<file path="src/rtl/cmp_result_monitor_if.sv">
// Bundle of signals between the comparator side and the result monitor:
// sample strobe, one-hot comparator code, synchronous clear, and the
// tallies/status reported back by the monitor.
interface cmp_result_monitor_if #(
    parameter int COUNT_W = 8
);
    logic               clear;
    logic               cmp_valid;
    logic [2:0]         cmp_result;
    logic [COUNT_W-1:0] gt_count;
    logic [COUNT_W-1:0] eq_count;
    logic [COUNT_W-1:0] lt_count;
    logic [3:0]         run_cnt;
    logic               match;
    logic               error;
    logic [1:0]         state;

    // Driver side: issues samples and clear, observes status.
    modport master (
        output clear, cmp_valid, cmp_result,
        input  gt_count, eq_count, lt_count, run_cnt, match, error, state
    );

    // Monitor side: consumes samples and clear, produces status.
    modport slave (
        input  clear, cmp_valid, cmp_result,
        output gt_count, eq_count, lt_count, run_cnt, match, error, state
    );
endinterface

</file>
<file path="src/rtl/cmp_result_monitor.sv">
// Result monitor placed after a 4-bit magnitude comparator. Tallies
// greater/equal/less samples with saturation, tracks the current run of
// consecutive equal samples, raises match once RUN_LEN equals arrive in a
// row, and traps non-one-hot codes in a sticky FAULT state.
module cmp_result_monitor #(
    parameter int COUNT_W = 8,
    parameter int RUN_LEN = 3
) (
    input  logic                 clk,
    input  logic                 rst_n,
    cmp_result_monitor_if.slave  bus
);
    typedef enum logic [1:0] {
        ST_IDLE   = 2'b00,
        ST_TRACK  = 2'b01,
        ST_LOCKED = 2'b10,
        ST_FAULT  = 2'b11
    } state_t;

    localparam logic [3:0]         RUN_MAX = 4'(RUN_LEN);
    localparam logic [COUNT_W-1:0] CNT_MAX = '1;
    localparam logic [COUNT_W-1:0] CNT_ONE = {{(COUNT_W-1){1'b0}}, 1'b1};

    state_t     r_state;
    state_t     w_state_next;
    logic [3:0] r_run_cnt;
    logic [3:0] w_run_next;
    logic       r_match;
    logic       w_match_next;
    logic       r_error;
    logic       w_error_next;

    logic       w_legal;
    logic       w_live;
    logic       w_accept;
    logic       w_illegal;
    logic       w_is_eq;

    // Classify the incoming code: only the three one-hot patterns are legal.
    always_comb begin
        w_legal = 1'b0;
        case (bus.cmp_result)
            3'b100, 3'b010, 3'b001: w_legal = 1'b1;
            default:                w_legal = 1'b0;
        endcase
    end

    // A sample is only considered when not overridden by clear and the
    // monitor is not parked in FAULT.
    assign w_live    = bus.cmp_valid & ~bus.clear & (r_state != ST_FAULT);
    assign w_accept  = w_live & w_legal;
    assign w_illegal = w_live & ~w_legal;
    assign w_is_eq   = bus.cmp_result[1];

    // Next-state, run length and status flags.
    always_comb begin
        w_state_next = r_state;
        w_run_next   = r_run_cnt;
        w_match_next = r_match;
        w_error_next = r_error;

        if (bus.clear) begin
            w_state_next = ST_IDLE;
            w_run_next   = 4'd0;
            w_match_next = 1'b0;
            w_error_next = 1'b0;
        end else if (w_illegal) begin
            // Run length is frozen; only the flags change on fault entry.
            w_state_next = ST_FAULT;
            w_match_next = 1'b0;
            w_error_next = 1'b1;
        end else if (w_accept) begin
            if (w_is_eq) begin
                w_run_next = (r_run_cnt < RUN_MAX) ? r_run_cnt + 4'd1 : RUN_MAX;
            end else begin
                w_run_next = 4'd0;
            end

            case (r_state)
                ST_IDLE: begin
                    // RUN_LEN >= 2, so a single equal sample cannot lock.
                    w_state_next = ST_TRACK;
                end
                ST_TRACK: begin
                    if (w_is_eq && (r_run_cnt + 4'd1 == RUN_MAX)) begin
                        w_state_next = ST_LOCKED;
                    end
                end
                ST_LOCKED: begin
                    if (!w_is_eq) begin
                        w_state_next = ST_TRACK;
                    end
                end
                default: begin
                    w_state_next = r_state;
                end
            endcase

            w_match_next = (w_state_next == ST_LOCKED);
            w_error_next = 1'b0;
        end
    end

    // State and status registers.
    always_ff @(posedge clk or negedge rst_n) begin
        if (!rst_n) begin
            r_state   <= ST_IDLE;
            r_run_cnt <= 4'd0;
            r_match   <= 1'b0;
            r_error   <= 1'b0;
        end else begin
            r_state   <= w_state_next;
            r_run_cnt <= w_run_next;
            r_match   <= w_match_next;
            r_error   <= w_error_next;
        end
    end

    // One saturating tally per code bit: bit 2 = greater, 1 = equal, 0 = less.
    genvar gi;
    generate
        for (gi = 0; gi < 3; gi++) begin : g_tally
            logic [COUNT_W-1:0] r_cnt;
            logic [COUNT_W-1:0] w_cnt_next;

            // Increment on an accepted sample of this kind unless saturated.
            always_comb begin
                w_cnt_next = r_cnt;
                if (bus.clear) begin
                    w_cnt_next = '0;
                end else if (w_accept && bus.cmp_result[gi] && (r_cnt != CNT_MAX)) begin
                    w_cnt_next = r_cnt + CNT_ONE;
                end
            end

            // Tally register.
            always_ff @(posedge clk or negedge rst_n) begin
                if (!rst_n) begin
                    r_cnt <= '0;
                end else begin
                    r_cnt <= w_cnt_next;
                end
            end
        end
    endgenerate

    assign bus.gt_count = g_tally[2].r_cnt;
    assign bus.eq_count = g_tally[1].r_cnt;
    assign bus.lt_count = g_tally[0].r_cnt;
    assign bus.run_cnt  = r_run_cnt;
    assign bus.match    = r_match;
    assign bus.error    = r_error;
    assign bus.state    = r_state;

endmodule

</file>
<file path="src/flat_wrapper.sv">
// flat-port wrapper written by rule: the top's interface ports become plain ports
module cmp_result_monitor_flat 
#(
    parameter int COUNT_W = 8,
    parameter int RUN_LEN = 3
)
  (clk, rst_n, bus_clear, bus_cmp_valid, bus_cmp_result, bus_gt_count, bus_eq_count, bus_lt_count, bus_run_cnt, bus_match, bus_error, bus_state);
  cmp_result_monitor_if #(.COUNT_W(COUNT_W)) bus_i ();
  input  logic clk;
  input  logic rst_n;
  input wire logic [$bits(bus_i.clear)-1:0] bus_clear;
  input wire logic [$bits(bus_i.cmp_valid)-1:0] bus_cmp_valid;
  input wire logic [$bits(bus_i.cmp_result)-1:0] bus_cmp_result;
  output wire logic [$bits(bus_i.gt_count)-1:0] bus_gt_count;
  output wire logic [$bits(bus_i.eq_count)-1:0] bus_eq_count;
  output wire logic [$bits(bus_i.lt_count)-1:0] bus_lt_count;
  output wire logic [$bits(bus_i.run_cnt)-1:0] bus_run_cnt;
  output wire logic [$bits(bus_i.match)-1:0] bus_match;
  output wire logic [$bits(bus_i.error)-1:0] bus_error;
  output wire logic [$bits(bus_i.state)-1:0] bus_state;
  assign bus_i.clear = bus_clear;
  assign bus_i.cmp_valid = bus_cmp_valid;
  assign bus_i.cmp_result = bus_cmp_result;
  assign bus_gt_count = bus_i.gt_count;
  assign bus_eq_count = bus_i.eq_count;
  assign bus_lt_count = bus_i.lt_count;
  assign bus_run_cnt = bus_i.run_cnt;
  assign bus_match = bus_i.match;
  assign bus_error = bus_i.error;
  assign bus_state = bus_i.state;
  cmp_result_monitor #(.COUNT_W(COUNT_W), .RUN_LEN(RUN_LEN)) u_core (.clk(clk), .rst_n(rst_n), .bus(bus_i));
endmodule
</file>
<file path="config.mk">
export PLATFORM = sky130hd
export DESIGN_NAME = cmp_result_monitor_flat
export DESIGN_NICKNAME = d
export VERILOG_FILES = /design/src/rtl/cmp_result_monitor_if.sv /design/src/rtl/cmp_result_monitor.sv /design/src/flat_wrapper.sv
export SDC_FILE = /design/constraint.sdc
export NUM_CORES = 1
export LEC_CHECK = 0
export CORE_UTILIZATION = 25
export DETAILED_ROUTE_END_ITERATION = 16
export PLACE_DENSITY = 0.58
export SYNTH_ARGS = -nofsm -noshare
export SYNTH_HDL_FRONTEND = slang
export SYNTH_SLANG_ARGS = --single-unit
</file>
<file path="constraint.sdc">
create_clock -name clk -period 1.9 [get_ports clk]
set_clock_uncertainty 0.15 [all_clocks]
set_input_delay 0.38 -clock clk [delete_from_list [all_inputs] [get_ports clk]]
set_output_delay 0.38 -clock clk [all_outputs]
set_load 0.005 [all_outputs]
</file>
Word level (Yosys, flattened, before mapping) --
Index checks and enable logic that the tools add are counted. W data, S select, Z words.
Word-level totals: register bits after elaboration 32, output and inout bits 32, word-level logic and storage cells 72
Cells by class: $add $sub $neg 4, $lt $le $gt $ge 1, eq/ne operators 12, muxes and demuxes 27, bitwise gates (word level) 6, reduce and logical (&&, ||, !) cells 15
Operators by type and width (number):
- $mux W8 | 6
- $add A8 B1 Y8 const B | 3
- $ne A8 B8 Y1 const B | 3
- $mux W4 | 5
- $mux W2 | 8
- $reduce_bool A2 Y1 | 4
- $logic_and A1 B1 Y1 | 7
- $mux W1 | 7
- $pmux W2 S3 | 1
- $add A4 B1 Y4 const B | 1
- $and A1 B1 Y1 | 4
- $eq A2 B2 Y1 const B | 2
- $eq A4 B2 Y1 const B | 1
- $lt A4 B2 Y1 const B | 1
- $ne A2 B2 Y1 const B | 2
- $eq A3 B1 Y1 const B | 1
- $eq A3 B2 Y1 const B | 1
- $eq A3 B3 Y1 const B | 1
- $reduce_bool A3 Y1 | 1
- $reduce_or A3 Y1 | 1
- $eq A2 B1 Y1 const B | 1
- $logic_not A2 Y1 | 1
- $not A1 Y1 | 2
- $reduce_and A2 Y1 | 1

Depth between registers and ports, before layout --
Gate-level depths: netlist of run 1.
depth in word-level cells 12, gate-level depth with buffers 6

Worst setup path after synthesis of run 1 --
Ideal clock, no wire load.
path type register to register, start reg u_core.g_tally[0].r_cnt[0], in the netlist u_core.bus.lt_count[0], end reg u_core.g_tally[0].r_cnt[5], in the netlist u_core.bus.lt_count[5], setup time 0.078 ns, arrival 1.820 ns, data required time 1.672 ns, path slack -0.148 ns, cell stages (with the launch flop) 6, path buffers 0, period minus slack after synthesis 2.048 ns, cells stage by stage dfrtp_1 ha_1 and3_1 a2111oi_0 or4b_1 a21oi_1
On the way: word-level cells in the longest chain between the ends 3, elaborated cells between the ends (all ways) 6, those cells by class add/sub (1); eq/ne (1); mux (2); reduce/logical (2)
RTL lines:
- from (decl) | RTL line cmp_result_monitor.sv:123 | logic [COUNT_W-1:0] r_cnt;
- from (signal assigned) | RTL line cmp_result_monitor.sv:141 | r_cnt <= w_cnt_next;
- $add A8 B1 Y8 / $ne A8 B8 Y1 (equally long branches) | RTL line cmp_result_monitor.sv:132, cmp_result_monitor.sv:131
- $mux W8 / $logic_and A1 B1 Y1 (equally long branches) | RTL line cmp_result_monitor.sv:131 | end else if (w_accept && bus.cmp_result[gi] && (r_cnt != CNT_MAX)) begin
- $mux W8 / $reduce_bool A2 Y1 (equally long branches)
Parallel ways exist; a longest one is shown, timed or not. The select of a mux whose other input is x is not followed. A chain may end at the register's enable or synchronous reset.

Worst setup path after layout of run 1 --
start reg u_core.r_state[0], in the netlist u_core.bus.state[0], end out bus_state[0]
RTL lines:
- from (decl) | RTL line cmp_result_monitor.sv:24 | state_t r_state;
- from (signal assigned) | RTL line cmp_result_monitor.sv:112 | r_state <= w_state_next;
- to (decl) | RTL line flat_wrapper.sv:20 | output wire logic [$bits(bus_i.state)-1:0] bus_state;
No word-level cell between the ends.

==> results of run 1 <==
[repair_timing]
action | in CTS | in global routing
gates cloned | 0 | 1
buffers inserted | 5 | 4
resized for setup | 21 | 25
pin swaps | 9 | 14
hold endpoints to repair | 0 | 0
setup endpoints to repair | 27 | 15
[final timing paths]
kind,startpoint,to,slack (ns),depth (start not counted)
worst max-delay path,u_core.bus.state[0],bus_state[0],0.01,2
worst min-delay path,rst_n,u_core.bus.gt_count[2],0.34,2
worst max register to register,u_core.bus.state[0],u_core.bus.eq_count[6],0.02,6
worst min register to register,u_core.bus.lt_count[7],u_core.bus.lt_count[7],0.37,1
max in group asynchronous,rst_n,u_core.bus.match,0.94,2
min in group clk,u_core.bus.lt_count[7],u_core.bus.lt_count[7],0.37,1
[report_power, final]
| part | internal [mW] | total (mW) | switching, mW |
|---|---|---|---|
| sequential | 0.692 | 0.702 | 0.00993 |
| combinational | 0.122 | 0.255 | 0.134 |
| clock | 0.296 | 0.563 | 0.267 |
| total | 1.11 | 1.52 | 0.411 |
[cell usage in the layout, fill, tap and decap left out, types with 5 or more instances in the layout]
master / netlist / routed
buf_4: 0 / 44
o211ai_1: 8 / 8
nor2_1: 7 / 7
a21oi_1: 20 / 14
buf_6: 0 / 6
clkbuf_8: 0 / 6
nand3_1: 8 / 8
nand2_1: 14 / 14
dfrtp_1: 32 / 32
o31ai_1: 17 / 14
inv_1: 9 / 8
clkdlybuf4s50_1: 0 / 33
and3_1: 6 / 5
or4_1: 11 / 7
nand4_1: 5 / 5
a21oi_2: 0 / 6
[registers in the layout, indices dropped and copies added, names as in the netlist]
register,cells
u_core.bus.lt_count,8
u_core.bus.gt_count,8
u_core.bus.error,1
u_core.bus.eq_count,8
u_core.bus.match,1
u_core.bus.run_cnt,4
u_core.bus.state,2
[worst max-delay path: cells and delay by family (launching register included)]
kind | cells | cell delay, ns
buffers and inverters | 2 | 0.66
flip-flops | 1 | 0.41
[layout make-up]
type	count	area [µm²]	area share (%)
flip-flops and latches	32	800.8	27.65
multi-input cells	139	1074	37.06
inverters	9	33.78	1.166
repair buffers	89	778.2	26.87
well taps	96	120.1	4.147
clock buffers	8	90.09	3.110
[cell usage after synthesis (5+ instances only)]
library cell,n,area [µm²]
or4_1,11,82.58
nand4_1,5,31.28
and3_1,6,37.54
o31ai_1,17,127.6
dfrtp_1,32,800.8
a21oi_1,20,100.1
nor2_1,7,26.28
nand2_1,14,52.55
o211ai_1,8,60.06
clkbuf_1,5,18.77
nand3_1,8,40.04
ha_1,5,62.56
inv_1,9,33.78
[cell families (layout without fill, tap and decap cells)]
group                      after synthesis  count (layout)  share of synthesized area (%)
AOI/OAI and AO/OA                       65              65                          24.88
and+or+nand+nor                         64              64                          19.86
DFF                                     32              32                          44.60
buffers and inverters                   18             106                          4.042
adders and majority gates                5               5                          3.484
muxes                                    4               4                          2.230
xor gates and xnor gates                 1               1                         0.9062
[layer usage]
metal / part of all wire, % / track usage (%) / wire length, µm
met5: 0 / 0 / 0
met3: 3.4 / 3.714 / 184
met2: 49 / 24.03 / 2682
met4: 1.8 / 6.364 / 99
met1: 46 / 18.50 / 2493
==> results.py, run 1 <==
metrics = {
    "cts": {
        "clkSinkCount": 32,
        "clock_path_buffers": 2,
        "clk_latency_ns": 0.29,
        "ctsRootBufferMaster": "clkbuf_8",
        "postCtsHoldBufs": 0,
        "cts_tree": "done",
        "cts_buffers": 5,
        "clk_pin_slew_worst_paths_ns": 0.07,
        "htreeDepth": 2,
    },
    "sta": {
        "hold_ws_ns": 0.3423,
        "finalCritPeriodShare_pct": 99.24,
        "tns_ns": 0,
        "hold_viol_final": 0,
        "rsz0062_at_grt": "true",
        "post-route-min-period_ns": 1.886,
        "relSlewSlack_pct": 71.46,
        "timing.final.ws_setup_ns": 0.01450,
        "worst_pin_slew_ns": 0.4280,
        "timing.fmax_mhz": 530.4,
        "setup_viol": 0,
        "maxSlewViolCount": 0,
    },
    "die": {
        "coreArea_um2": 6869,
        "die_area_um2": 7525,
        "die_y_um": 86.75,
        "rows": 30,
        "start_util_pct": 26.14,
        "die_x_um": 86.75,
        "ios": 39,
    },
    "final_layout": {
        "drive_gt1_share_pct": 29.96,
        "fin_cells": 373,
        "final_nets": 288,
        "fin_util_pct": 42.17,
        "areaGrowthSynthToFinish_pct": 61.32,
        "n_antenna_cell": 0,
        "stdcell_area_um2": 2897,
        "nFillCells": 675,
    },
    "global_routing": {
        "overflow": 0,
        "antenna_found_initial": 0,
        "grt_first_pass_wirelength_mm": 8.452,
        "grt_usage_pct": 14.74,
        "grt_pass1_vias": 1802,
        "grt_max_degree": 33,
    },
    "placed_design": {
        "postPlaceCellArea_um2": 2596,
        "dp_hpwl_mm": 3.624,
        "place_congestion": 0.7848,
        "port-buffer-count": 38,
        "place_ws_ns": -0.6656,
        "dp.cells": 358,
    },
    "synthesis": {
        "yosysUniqueCellTypes": 37,
        "synth_area_um2": 1795,
        "synth-seq-cells": 32,
        "syn_nets": 201,
        "ys_warn_count": 0,
        "avgSynthCellArea_um2": 9.500,
        "synthCells": 189,
        "async_reset_ff_share_pct": 100.0,
        "synth-edff-count": 0,
        "ys_seq_area_share_pct": 44.60,
        "synthFlopType": "dfrtp_1",
    },
    "setup_path": {
        "critPathMaxStageDelay_ns": 0.50,
        "required_ns": 1.37,
        "critPathKind": "register to output port",
        "cp_cell_sequence": "buf_4 > clkdlybuf4s50_1",
        "critPathArrivalTime_ns": 1.36,
        "critPathCaptureType": "output port",
        "crit_fanout": 6,
        "crit_slowest_cell": "clkdlybuf4s50_1",
        "cp-start-kind": "register",
    },
    "pwr": {
        "cellLeakagePower_nw": 1.180,
        "power.density_nw_per_um2": 524.8,
        "vdd_ir_drop_max_uv": 206.9,
        "finalPower_mw": 1.520,
    },
    "route": {
        "via_count": 1866,
        "ant_nets": 0,
        "routedWlPerCell_um": 14.64,
        "avgViaCountPerCell": 5.003,
        "drtIter0Drc": 62,
        "drc": 0,
        "first_pass_iters": 4,
        "wl_mm": 5.459,
    },
    "run_status": {
        "status": "finished, final reports clean",
    },
    "min_path": {
        "hp-class": "input pin to asynchronous set/reset pin",
    },
    "run": {
        "drv_cap": 0,
    },
}
(Power assumes the default switching activity.)
==> run 2: changes to the inputs <==
CAP_MARGIN = 20   (was unset)
==> results of run 2 <==
No change in the layout: final DEF, timing and power equal those of run 1.
